<file path="src/rtl/pipe_stage_reg_pkg.sv">
// -----------------------------------------------------------------------------
// pipe_stage_reg_pkg
// Shared pipeline definitions: default datapath/control/counter widths and the
// bit layout of the packed control vector carried between pipeline stages.
// Stages select control fields through these offsets and never redefine them.
// -----------------------------------------------------------------------------
package pipe_stage_reg_pkg;

    // Default widths
    localparam int PSR_DATA_W = 32;
    localparam int PSR_CTRL_W = 24;
    localparam int PSR_CNT_W  = 16;

    // Control vector field layout (LSB offsets and widths)
    localparam int PSR_ALUOP_LSB    = 0;
    localparam int PSR_ALUOP_W      = 4;
    localparam int PSR_REGWR_LSB    = 4;   // per-byte register write enables
    localparam int PSR_REGWR_W      = 4;
    localparam int PSR_MEMWR_BIT    = 8;
    localparam int PSR_MEMTOREG_BIT = 9;
    localparam int PSR_BRANCH_BIT   = 10;
    localparam int PSR_JUMP_BIT     = 11;
    localparam int PSR_SHAMT_LSB    = 12;
    localparam int PSR_SHAMT_W      = 5;
    localparam int PSR_SHTYPE_LSB   = 17;
    localparam int PSR_SHTYPE_W     = 2;

    // True when the control vector would cause any architectural write.
    function automatic logic ctrl_any_wr(input logic [PSR_CTRL_W-1:0] c);
        return (|c[PSR_REGWR_LSB +: PSR_REGWR_W]) | c[PSR_MEMWR_BIT];
    endfunction

endpackage

</file>
<file path="src/rtl/pipe_stage_reg_sat_counter.sv">
// -----------------------------------------------------------------------------
// sat_counter
// Saturating up-counter, synchronous active-high clear.
// Ports:
//   clk  - clock
//   rst  - synchronous clear to 0
//   inc  - count enable; ignored once the counter is all ones
//   cnt  - current count
// -----------------------------------------------------------------------------
module sat_counter #(
    parameter int W = 16
) (
    input  logic         clk,
    input  logic         rst,
    input  logic         inc,
    output logic [W-1:0] cnt
);

    logic [W-1:0] r_cnt;

    always_ff @(posedge clk) begin
        if (rst) begin
            r_cnt <= '0;
        end else if (inc && (r_cnt != {W{1'b1}})) begin
            r_cnt <= r_cnt + W'(1);
        end
    end

    assign cnt = r_cnt;

endmodule

</file>
<file path="src/rtl/pipe_stage_reg.sv">
// -----------------------------------------------------------------------------
// pipe_stage_reg
// Two-entry (main + skid) valid/ready pipeline register with flush and a
// saturating stall counter. in_ready comes straight from the skid-valid flop,
// so there is no combinational path from out_ready to in_ready.
// Ports:
//   clk, rst             - clock, synchronous active-high reset
//   flush                - drop both entries next cycle (wins over handshakes)
//   in_valid/in_ready    - upstream handshake; in_data/in_ctrl payload
//   out_valid/out_ready  - downstream handshake; out_data/out_ctrl payload
//   stall_cnt            - cycles with out_valid=1 and out_ready=0 (saturating)
// -----------------------------------------------------------------------------
module pipe_stage_reg
    import pipe_stage_reg_pkg::*;
#(
    parameter int DATA_W   = PSR_DATA_W,
    parameter int CTRL_W   = PSR_CTRL_W,
    parameter int CNT_W    = PSR_CNT_W,
    parameter bit CLR_DATA = 1'b1
) (
    input  logic              clk,
    input  logic              rst,
    input  logic              flush,
    input  logic              in_valid,
    output logic              in_ready,
    input  logic [DATA_W-1:0] in_data,
    input  logic [CTRL_W-1:0] in_ctrl,
    output logic              out_valid,
    input  logic              out_ready,
    output logic [DATA_W-1:0] out_data,
    output logic [CTRL_W-1:0] out_ctrl,
    output logic [CNT_W-1:0]  stall_cnt
);

    logic              r_main_vld;
    logic [DATA_W-1:0] r_main_data;
    logic [CTRL_W-1:0] r_main_ctrl;
    logic              r_skid_vld;
    logic [DATA_W-1:0] r_skid_data;
    logic [CTRL_W-1:0] r_skid_ctrl;

    logic w_accept;
    logic w_main_free;

    assign w_accept    = in_valid & ~r_skid_vld;
    // main can take a new entry this edge: empty, or its entry leaves now
    assign w_main_free = ~r_main_vld | out_ready;

    always_ff @(posedge clk) begin
        if (rst) begin
            r_main_vld  <= 1'b0;
            r_main_data <= '0;
            r_main_ctrl <= '0;
            r_skid_vld  <= 1'b0;
            r_skid_data <= '0;
            r_skid_ctrl <= '0;
        end else if (flush) begin
            r_main_vld  <= 1'b0;
            r_main_ctrl <= '0;
            r_skid_vld  <= 1'b0;
            if (CLR_DATA) r_main_data <= '0;
        end else if (w_main_free) begin
            if (r_skid_vld) begin
                // skid drains first to keep order; in_ready was 0 so no accept
                r_main_vld  <= 1'b1;
                r_main_data <= r_skid_data;
                r_main_ctrl <= r_skid_ctrl;
                r_skid_vld  <= 1'b0;
            end else if (w_accept) begin
                r_main_vld  <= 1'b1;
                r_main_data <= in_data;
                r_main_ctrl <= in_ctrl;
            end else begin
                // bubble: ctrl forced to 0 so no write enable leaks out
                r_main_vld  <= 1'b0;
                r_main_ctrl <= '0;
            end
        end else if (w_accept) begin
            r_skid_vld  <= 1'b1;
            r_skid_data <= in_data;
            r_skid_ctrl <= in_ctrl;
        end
    end

    assign in_ready  = ~r_skid_vld;
    assign out_valid = r_main_vld;
    assign out_data  = r_main_data;
    assign out_ctrl  = r_main_ctrl;

    sat_counter #(
        .W (CNT_W)
    ) u_stall_cnt (
        .clk (clk),
        .rst (rst),
        .inc (r_main_vld & ~out_ready),
        .cnt (stall_cnt)
    );

endmodule

</file>
<file path="config.mk">
export PLATFORM = sky130hd
export DESIGN_NAME = pipe_stage_reg
export DESIGN_NICKNAME = d
export VERILOG_FILES = /design/src/rtl/pipe_stage_reg_pkg.sv /design/src/rtl/pipe_stage_reg_sat_counter.sv /design/src/rtl/pipe_stage_reg.sv
export SDC_FILE = /design/constraint.sdc
export NUM_CORES = 1
export LEC_CHECK = 0
export ABC_AREA = 1
export CAP_MARGIN = 20
export CORE_MARGIN = 3
export CORE_UTILIZATION = 44
export DETAILED_ROUTE_END_ITERATION = 12
export GPL_ROUTABILITY_DRIVEN = 0
export PLACE_DENSITY_LB_ADDON = 0.12
export REMOVE_ABC_BUFFERS = 1
export SETUP_SLACK_MARGIN = 0.15
export SLEW_MARGIN = 20
export SYNTH_ARGS = -nofsm -noshare
export SYNTH_HDL_FRONTEND = slang
export SYNTH_SLANG_ARGS = --single-unit
</file>
<file path="constraint.sdc">
create_clock -name clk -period 1.3 [get_ports clk]
set_input_delay 0.26 -clock clk [delete_from_list [all_inputs] [get_ports clk]]
set_output_delay 0.26 -clock clk [all_outputs]
set_load 0.05 [all_outputs]
</file>
-- Word-level counts from Yosys, hierarchy flattened
Cells that the tools add are included.
- add/subtract/negate cells: 1
- equality and inequality tests: 1
- multiplexer cells: 6
- bitwise logic cells: 8
- reduce and logical (&&, ||, !) cells: 6
- operators by type and width (cell ; count):
    32-bit 2-to-1 mux ; 2
    24-bit 2-to-1 mux ; 2
    16-bit by 1-bit adder with 16-bit output (second input constant) ; 1
    16-bit inequality test (second input constant) ; 1
    1-bit inverter ; 5
    3-bit AND reduction ; 1
    3-bit OR reduction ; 1
    1-bit AND ; 2
    1-bit 2-to-1 mux ; 2
    2-bit AND reduction ; 1
    2-bit nonzero test ; 1
    2-bit OR reduction ; 1
    1-bit logical AND ; 1
    1-bit OR ; 1
- bits in registers: 130
- input port bits: 61
- output and inout port bits: 74
- logic and storage cells: 29

-- Depth between registers and ports, before layout
Gate-level depths: netlist of the first run.
- depth in word-level cells: 4
- depth in mapped cells: 10
- gate-level depth less buffers: 9

-- Hierarchy
Synthesis of the first run repeated with hierarchy kept, for this count alone.
- cell total of the unflattened synthesis: 873
- area total of the unflattened synthesis: 5829.3 sq um
- by module, submodules not included (module ; instances ; cells each ; area each (sq um) ; seq. area each (sq um)):
    pipe_stage_reg ; 1 ; 724 ; 4899.7 ; 2282.2
    sat_counter ; 1 ; 149 ; 929.6 ; 320.3

-- Least setup slack after synthesis of the first run
Ideal clock, no wire load.
- path kind: register to register
- start point: register u_stall_cnt.r_cnt[0], in the netlist u_stall_cnt.cnt[0]
- end point: register u_stall_cnt.r_cnt[15], in the netlist u_stall_cnt.cnt[15]
- setup time: 0.117 ns
- arrival time: 1.736 ns
- required time: 1.183 ns
- setup slack: -0.553 ns
- cell stages (with the launch flop): 8
- buffers on the path: 1
- period minus slack after synthesis: 1.853 ns
- cells stage by stage: dfxtp_1 -> ha_1 -> inv_1 -> nor2_1 -> nand4_2 -> buf_6 -> a21oi_1 -> nor2_1
- longest elaborated chain between the ends: 2
- elaborated cells on any way between the ends: 3
- those cells by class: add/sub: 1; eq/ne: 1; reduce/logical: 1
- ends and longest elaborated chain (element ; line ; text):
    start, declared ; pipe_stage_reg_sat_counter.sv:19 ; logic [W-1:0] r_cnt;
    start signal, assigned ; pipe_stage_reg_sat_counter.sv:25 ; r_cnt <= r_cnt + W'(1);
    parallel branches: the longest is 2 deep, another holds 16-bit by 1-bit adder with 16-bit output ; -- ;
Parallel ways; which one is timed is not known.
A chain may end at the register's enable or synchronous reset.

-- Worst setup path after layout of the first run
- start point: register r_main_vld, in the netlist out_valid
- end point: register u_stall_cnt.r_cnt[9], in the netlist u_stall_cnt.cnt[9]
- longest elaborated chain between the ends: 2
- ends and longest elaborated chain (element ; line ; text):
    start, declared ; pipe_stage_reg.sv:35 ; logic r_main_vld;
    start signal, assigned ; pipe_stage_reg.sv:51 ; r_main_vld <= 1'b0;
    start signal, assigned ; pipe_stage_reg.sv:58 ; r_main_vld <= 1'b0;
    start signal, assigned ; pipe_stage_reg.sv:65 ; r_main_vld <= 1'b1;
    1-bit AND ; pipe_stage_reg.sv:95 ; .inc (r_main_vld & ~out_ready),
    1-bit logical AND ; pipe_stage_reg_sat_counter.sv:24 ; end else if (inc && (r_cnt != {W{1'b1}})) begin
Every way passes these cells.

==> summary.txt, run 1 <==
result of the run - complete, but fails checks
failing checks - setup timing
normalized max-slew margin - 65.09%
Final period util - 134.9%
met3 WL - 2456 µm
data required time of the worst path - 1580 ps
max-slew violation count - 0
Hold Violations, Final - 0
startpoint type of the worst setup path - register
width of the die - 114.8 µm
setup slack after placement - -440.1 ps
maximum operating frequency - 570.1 MHz
reg2reg end - u_stall_cnt.cnt[9]
type of destination of the critical path - register
detailed-route DRC error count - 0
I/O pins - 135
pin count of the biggest net entering global routing - 39
pin slew with the least headroom to its limit - 523.6 ps
met2 wire length - 12430 µm
Setup WS post-layout - -454.2 ps
power density normalized to cell area - 1025 mW/mm²
#FFs+latches synth - 130
CORE AREA - 0.01147 mm²
met1 WL - 9000 µm
global-route wire length before repair - 32000 µm
most common cell after layout, fill and taps aside - sky130_fd_sc_hd__nand2_1
fin nets - 1000
unrepaired setup endpoints after global routing - true
number of rows in the core area - 39
critical path data arrival time - 2030 ps
post-detailed-route via-to-cell ratio - 6.172
depth of the worst register-to-register path - 7
worst-case hold slack - 430.7 ps
Worst Setup Path Type - reg2reg
area after detailed placement - 0.007737 mm²
Setup crit end - u_stall_cnt.cnt[9]
# Max-Cap Violations - 0
number of antenna violations at the first check in global routing - 0
Starting Density - 45.38%
DR vias - 6746
Critical Path Source - out_valid
Yosys warning total - 0
Top Metal Used - met4
worst min-delay path class - in2reg
CTS Root Cell - sky130_fd_sc_hd__clkbuf_16
top fanout value on the critical path - 4
IR drop worst, VDD - 1.164 mV
first-pass iteration count of the detailed router - 5
CTS tree - yes
non-filler cells in the finished layout - 1093
total power - 10.64 mW
Layout area overhead - 99.42%
sequential share of the synthesized area - 50.01%
leakage power total - 4.024 nW
n_diodes - 0
clock-pin slew on the worst setup and hold paths - 60 ps
final worst path period need - 1754 ps
number of global-route vias before repair - 6323
post-synth design cell area - 0.005204 mm²
final core utilization - 90.50%
Worst Skew - 7.186 ps
summed negative setup slack over all endpoints - -19250 ps
DP Cell Count - 988
source of the worst register-to-register timing path - out_valid
Avg WL per Cell - 23.62 µm
total number of H-tree levels - 4
GR Overflow Total - 0
total clock buffers created by CTS - 17
Clock Latency Late Sink - 420 ps
DRT antenna net count - 0
die area - 0.01317 mm²
final routed wirelength across all metal layers - 25820 µm
global-route usage over all layers - 30.83%
number of I/O port buffers - 134
TritonCTS Sinks - 130
leading cell types in the layout, fill and taps excluded - 118 x sky130_fd_sc_hd__nand2_1, 102 x sky130_fd_sc_hd__nor2_1, 93 x sky130_fd_sc_hd__buf_12
Mapped Avg Cell Area - 7.309 µm²
half-perimeter wire length of the detailed placement result - 10040 µm
Non-Filler Cell Area, Final - 0.01038 mm²
ratio of cells with drive above 1 in the final layout - 48.63%
die height - 114.8 µm
clock tree buffer depth - 2
number of setup violations in the final report - 134
number of unique standard cell types used by synthesis - 25
1st-iter DRT viols - 801
reg-to-reg setup timing slack - -450 ps
Gate Count Post-Synth - 712
## Yosys cell counts
library cell / n / area [µm²]
sky130_fd_sc_hd__nand2_1: 131 / 491.7
sky130_fd_sc_hd__buf_4: 4 / 30.03
sky130_fd_sc_hd__clkinv_1: 1 / 3.750
sky130_fd_sc_hd__buf_6: 2 / 22.52
sky130_fd_sc_hd__nand4_1: 1 / 6.260
sky130_fd_sc_hd__nor2_1: 164 / 615.6
sky130_fd_sc_hd__a311oi_1: 5 / 43.79
sky130_fd_sc_hd__nor2_2: 3 / 18.77
sky130_fd_sc_hd__a31oi_1: 27 / 168.9
sky130_fd_sc_hd__a21oi_1: 60 / 300.3
sky130_fd_sc_hd__nand4_2: 1 / 12.51
sky130_fd_sc_hd__o21ai_1: 44 / 220.2
sky130_fd_sc_hd__clkbuf_1: 23 / 86.33
sky130_fd_sc_hd__buf_2: 13 / 65.06
sky130_fd_sc_hd__inv_1: 12 / 45.04
sky130_fd_sc_hd__ha_1: 1 / 12.51
sky130_fd_sc_hd__clkbuf_2: 2 / 10.01
sky130_fd_sc_hd__buf_1: 4 / 15.01
sky130_fd_sc_hd__nand3_1: 15 / 75.07
sky130_fd_sc_hd__o21ai_0: 63 / 315.3
sky130_fd_sc_hd__dfxtp_1: 130 / 2603
sky130_fd_sc_hd__nor3_1: 1 / 5.000
sky130_fd_sc_hd__inv_2: 2 / 7.510
sky130_fd_sc_hd__nand3b_1: 1 / 7.510
sky130_fd_sc_hd__nor2_4: 2 / 22.52
## worst min path at each step
| stage | slack [ps] | cells past startpoint | startpoint | end |
|---|---|---|---|---|
| 2_1_floorplan | 410 | 2 | in_ctrl[14] | r_skid_ctrl[14] |
| 3_3_place_gp | 460 | 2 | r_skid_ctrl[22] | r_skid_ctrl[22] |
| 3_5_place_dp | 470 | 2 | r_skid_data[31] | out_data[31] |
| 4_1_cts | 420 | 3 | in_ctrl[12] | out_ctrl[12] |
| 5_1_grt | 440 | 3 | in_ctrl[13] | out_ctrl[13] |
| 6_report | 430 | 3 | in_ctrl[14] | out_ctrl[14] |
## cells by family (layout without fill, tap and decap cells)
group,after synthesis,in the layout,share of synthesized area [%]
AOI/OAI and AO/OA,199,199,20.15
adders and majority gates,1,1,0.2404
buffers and inverters,63,301,5.482
DFF,130,130,50.01
and+or+nand+nor,319,319,24.12
## registers in the layout, indices dropped and copies added, names as in the netlist
register / flops
r_skid_ctrl: 24
out_valid: 1
out_data: 32
out_ctrl: 24
r_skid_data: 32
r_skid_vld: 1
u_stall_cnt.cnt: 16
## report_power, final
part / switching, mW / internal [mW]
Sequential: 0.115 / 4.07
Combinational: 0.837 / 0.795
Clock: 1.91 / 2.91
## what timing repair did
action	CTS	global route
gates resized for setup	192	209
gates cloned	11	6
endpoints found under the setup margin	200	203
buffers inserted	39	18
pin swaps	34	87
hold buffers	0	0
## worst max-delay path, stage by stage (launching register included)
cell and delay (ps):
sky130_fd_sc_hd__dfxtp_2 360, sky130_fd_sc_hd__inv_2 50, sky130_fd_sc_hd__nor2_4 180, sky130_fd_sc_hd__buf_6 160, sky130_fd_sc_hd__nand3b_1 200, sky130_fd_sc_hd__nor2_2 210, sky130_fd_sc_hd__a21oi_2 100, sky130_fd_sc_hd__nor2_1 340
## metal layers
| metal | vias up | GRT usage (%) |
|---|---|---|
| li1 | 2845 | - |
| met1 | 3191 | 36.05 |
| met2 | 535 | 53.67 |
| met3 | 175 | 7.421 |
| met4 | 0 | 13.69 |
| met5 | - | 0 |
## area by class of cell
cell class / count / area, µm²
flip-flops and latches: 130 / 2755
well taps: 143 / 178.9
inverters: 15 / 78.83
clock inverters: 12 / 135.1
repair buffers: 255 / 3671
multi-input cells: 519 / 3105
clock buffers: 19 / 452.9
fillers: 443 / 1090
Note: power is estimated with default switching activity, not from simulation.
==> run 2: changes to the inputs <==
CORE_UTILIZATION = 52   (was 44)
clock period = 2.2 ns   (was 1.3 ns; I/O delays follow)
==> summary.txt, run 2 (synthesis gave the netlist of run 1 again) <==
global-route wire length before repair - 24120 µm
DP Cell Count - 944
maximum operating frequency - 510.7 MHz
I/O pins - 135
Critical Path Source - u_stall_cnt.cnt[12]
depth of the worst register-to-register path - 6
number of setup violations in the final report - 0
worst hold start - r_skid_data[18]
number of antenna violations at the first check in global routing - 0
CTS tree - yes
ratio of cells with drive above 1 in the final layout - 7.647%
post-detailed-route via-to-cell ratio - 5.424
fin nets - 899
setup slack after placement - 173.1 ps
unrepaired setup endpoints after global routing - false
area after detailed placement - 0.006701 mm²
Starting Density - 55.01%
first-pass iteration count of the detailed router - 5
clock-pin slew on the worst setup and hold paths - 60 ps
final worst path period need - 1958 ps
Hold Violations, Final - 0
pin count of the biggest net entering global routing - 65
CORE AREA - 0.009459 mm²
number of buffers inserted by hold repair at cts - 0
critical path data arrival time - 1520 ps
clock tree buffer depth - 2
Setup WS post-layout - 241.9 ps
Critical Path Stages - 1
series of cell instances along the critical path - dlygate4sd2_1
data required time of the worst path - 1760 ps
number of global-route vias before repair - 5240
CTS Root Cell - sky130_fd_sc_hd__clkbuf_8
count of cells along the worst hold path - 2
pin slew with the least headroom to its limit - 544.6 ps
Layout area overhead - 39.02%
Worst Skew - 8.171 ps
total number of H-tree levels - 4
Non-Filler Cell Area, Final - 0.007234 mm²
number of rows in the core area - 35
power density normalized to cell area - 810.5 mW/mm²
type of destination of the critical path - output pin
total clock buffers created by CTS - 17
width of the die - 106.0 µm
global-route usage over all layers - 26.06%
worst min-delay path class - reg2reg
# Max-Cap Violations - 0
startpoint type of the worst setup path - register
top fanout value on the critical path - 6
leading cell types in the layout, fill and taps excluded - 163 x sky130_fd_sc_hd__nor2_1, 130 x sky130_fd_sc_hd__nand2_1, 129 x sky130_fd_sc_hd__dfxtp_1
DRT antenna net count - 0
final core utilization - 76.48%
final routed wirelength across all metal layers - 14580 µm
DR vias - 5310
n_diodes - 0
half-perimeter wire length of the detailed placement result - 9394 µm
normalized max-slew margin - 63.84%
source of the worst register-to-register timing path - u_stall_cnt.cnt[0]
Clock Latency Late Sink - 520 ps
Avg WL per Cell - 14.89 µm
Final period util - 89.01%
buffers plus inverters on the worst setup path - 1
die area - 0.01124 mm²
leakage power total - 2.995 nW
Worst Setup Path Type - reg2out
max-slew violation count - 0
1st-iter DRT viols - 298
IR drop worst, VDD - 0.5204 mV
most common cell after layout, fill and taps aside - sky130_fd_sc_hd__nor2_1
family of cells with the greatest summed delay on the critical path - buffers and inverters
detailed-route DRC error count - 0
count of fill cells added during filler insertion - 752
TritonCTS Sinks - 130
non-filler cells in the finished layout - 979
summed negative setup slack over all endpoints - 0 ps
number of I/O port buffers - 134
result of the run - complete, no violations
GR Overflow Total - 0
cell type of the slowest stage on the worst timing path - sky130_fd_sc_hd__dlygate4sd2_1
slowest stage delay, CP - 570 ps
die height - 106.0 µm
## run 2: cell types whose count changed in the layout (fill, tap and decap cells not counted), moves of 34 or more
cell / before / now
sky130_fd_sc_hd__buf_4: 52 / 14
sky130_fd_sc_hd__buf_12: 93 / 7
sky130_fd_sc_hd__o21ai_0: 23 / 63
sky130_fd_sc_hd__dfxtp_1: 56 / 129
sky130_fd_sc_hd__dlygate4sd2_1: 2 / 73
sky130_fd_sc_hd__nor2_1: 102 / 163
sky130_fd_sc_hd__dfxtp_2: 50 / 0
sky130_fd_sc_hd__nor2_2: 37 / 3
sky130_fd_sc_hd__a21oi_1: 24 / 60
## run 2: area by class of cell
class | count | area (µm²) | area share [%]
Tap cell | 129 | 161.4 | 2.231
Clock inverter | 14 | 177.7 | 2.456
Inverter | 15 | 60.06 | 0.8302
Multi-Input combinational cell | 519 | 2326 | 32.15
Clock buffer | 18 | 417.9 | 5.777
Sequential cell | 130 | 2606 | 36.03
Timing Repair Buffer | 154 | 1485 | 20.53
## run 2: final timing paths
kind                        end  slack [ps]
max               stall_cnt[12]         240
min                out_data[18]         480
max reg2reg  u_stall_cnt.cnt[7]         470
min reg2reg        out_data[18]         480
## run 2: report_power, final
group	switching, mW	internal, mW
Combinational	0.370	0.229
Sequential	0.0324	2.41
Clock	1.07	1.74
## run 2: timing repair
| action | CTS | global route |
|---|---|---|
| gates resized for setup | 73 | 2 |
| gates cloned | 0 | 0 |
| buffers inserted | 0 | 3 |
| setup endpoints to repair | 73 | 1 |
| endpoints found under the hold margin | 0 | 0 |
## run 2: metrics by stage
step / hold WS (ps) / power [mW]
floorplan: 454.9 / 2.824
global placement: 462.0 / 3.110
detailed placement: 469.6 / 3.121
CTS: 478.2 / 5.898
global route: 500.4 / 6.051
finish: 478.2 / 5.864
## run 2: worst register-to-register path: stages (launching register included)
cell	delay [ps]
sky130_fd_sc_hd__dfxtp_1	400
sky130_fd_sc_hd__ha_1	240
sky130_fd_sc_hd__inv_1	60
sky130_fd_sc_hd__nor2_1	160
sky130_fd_sc_hd__nand4_2	410
sky130_fd_sc_hd__a21oi_1	280
sky130_fd_sc_hd__nor2_1	70
## run 2: per-layer routing
layer	vias to the layer above	global-route usage, %	wire length [µm]
met5	-	0	0
met4	0	7.678	97
met3	12	6.375	978
met2	195	45.58	7260
met1	2478	31.77	6239
li1	2625	-	-
==> run 3: changes to the inputs <==
CTS_CLUSTER_SIZE = 28   (was unset)
==> results of run 3 <==
The final DEF is identical to that of run 2; final timing and power are the same.
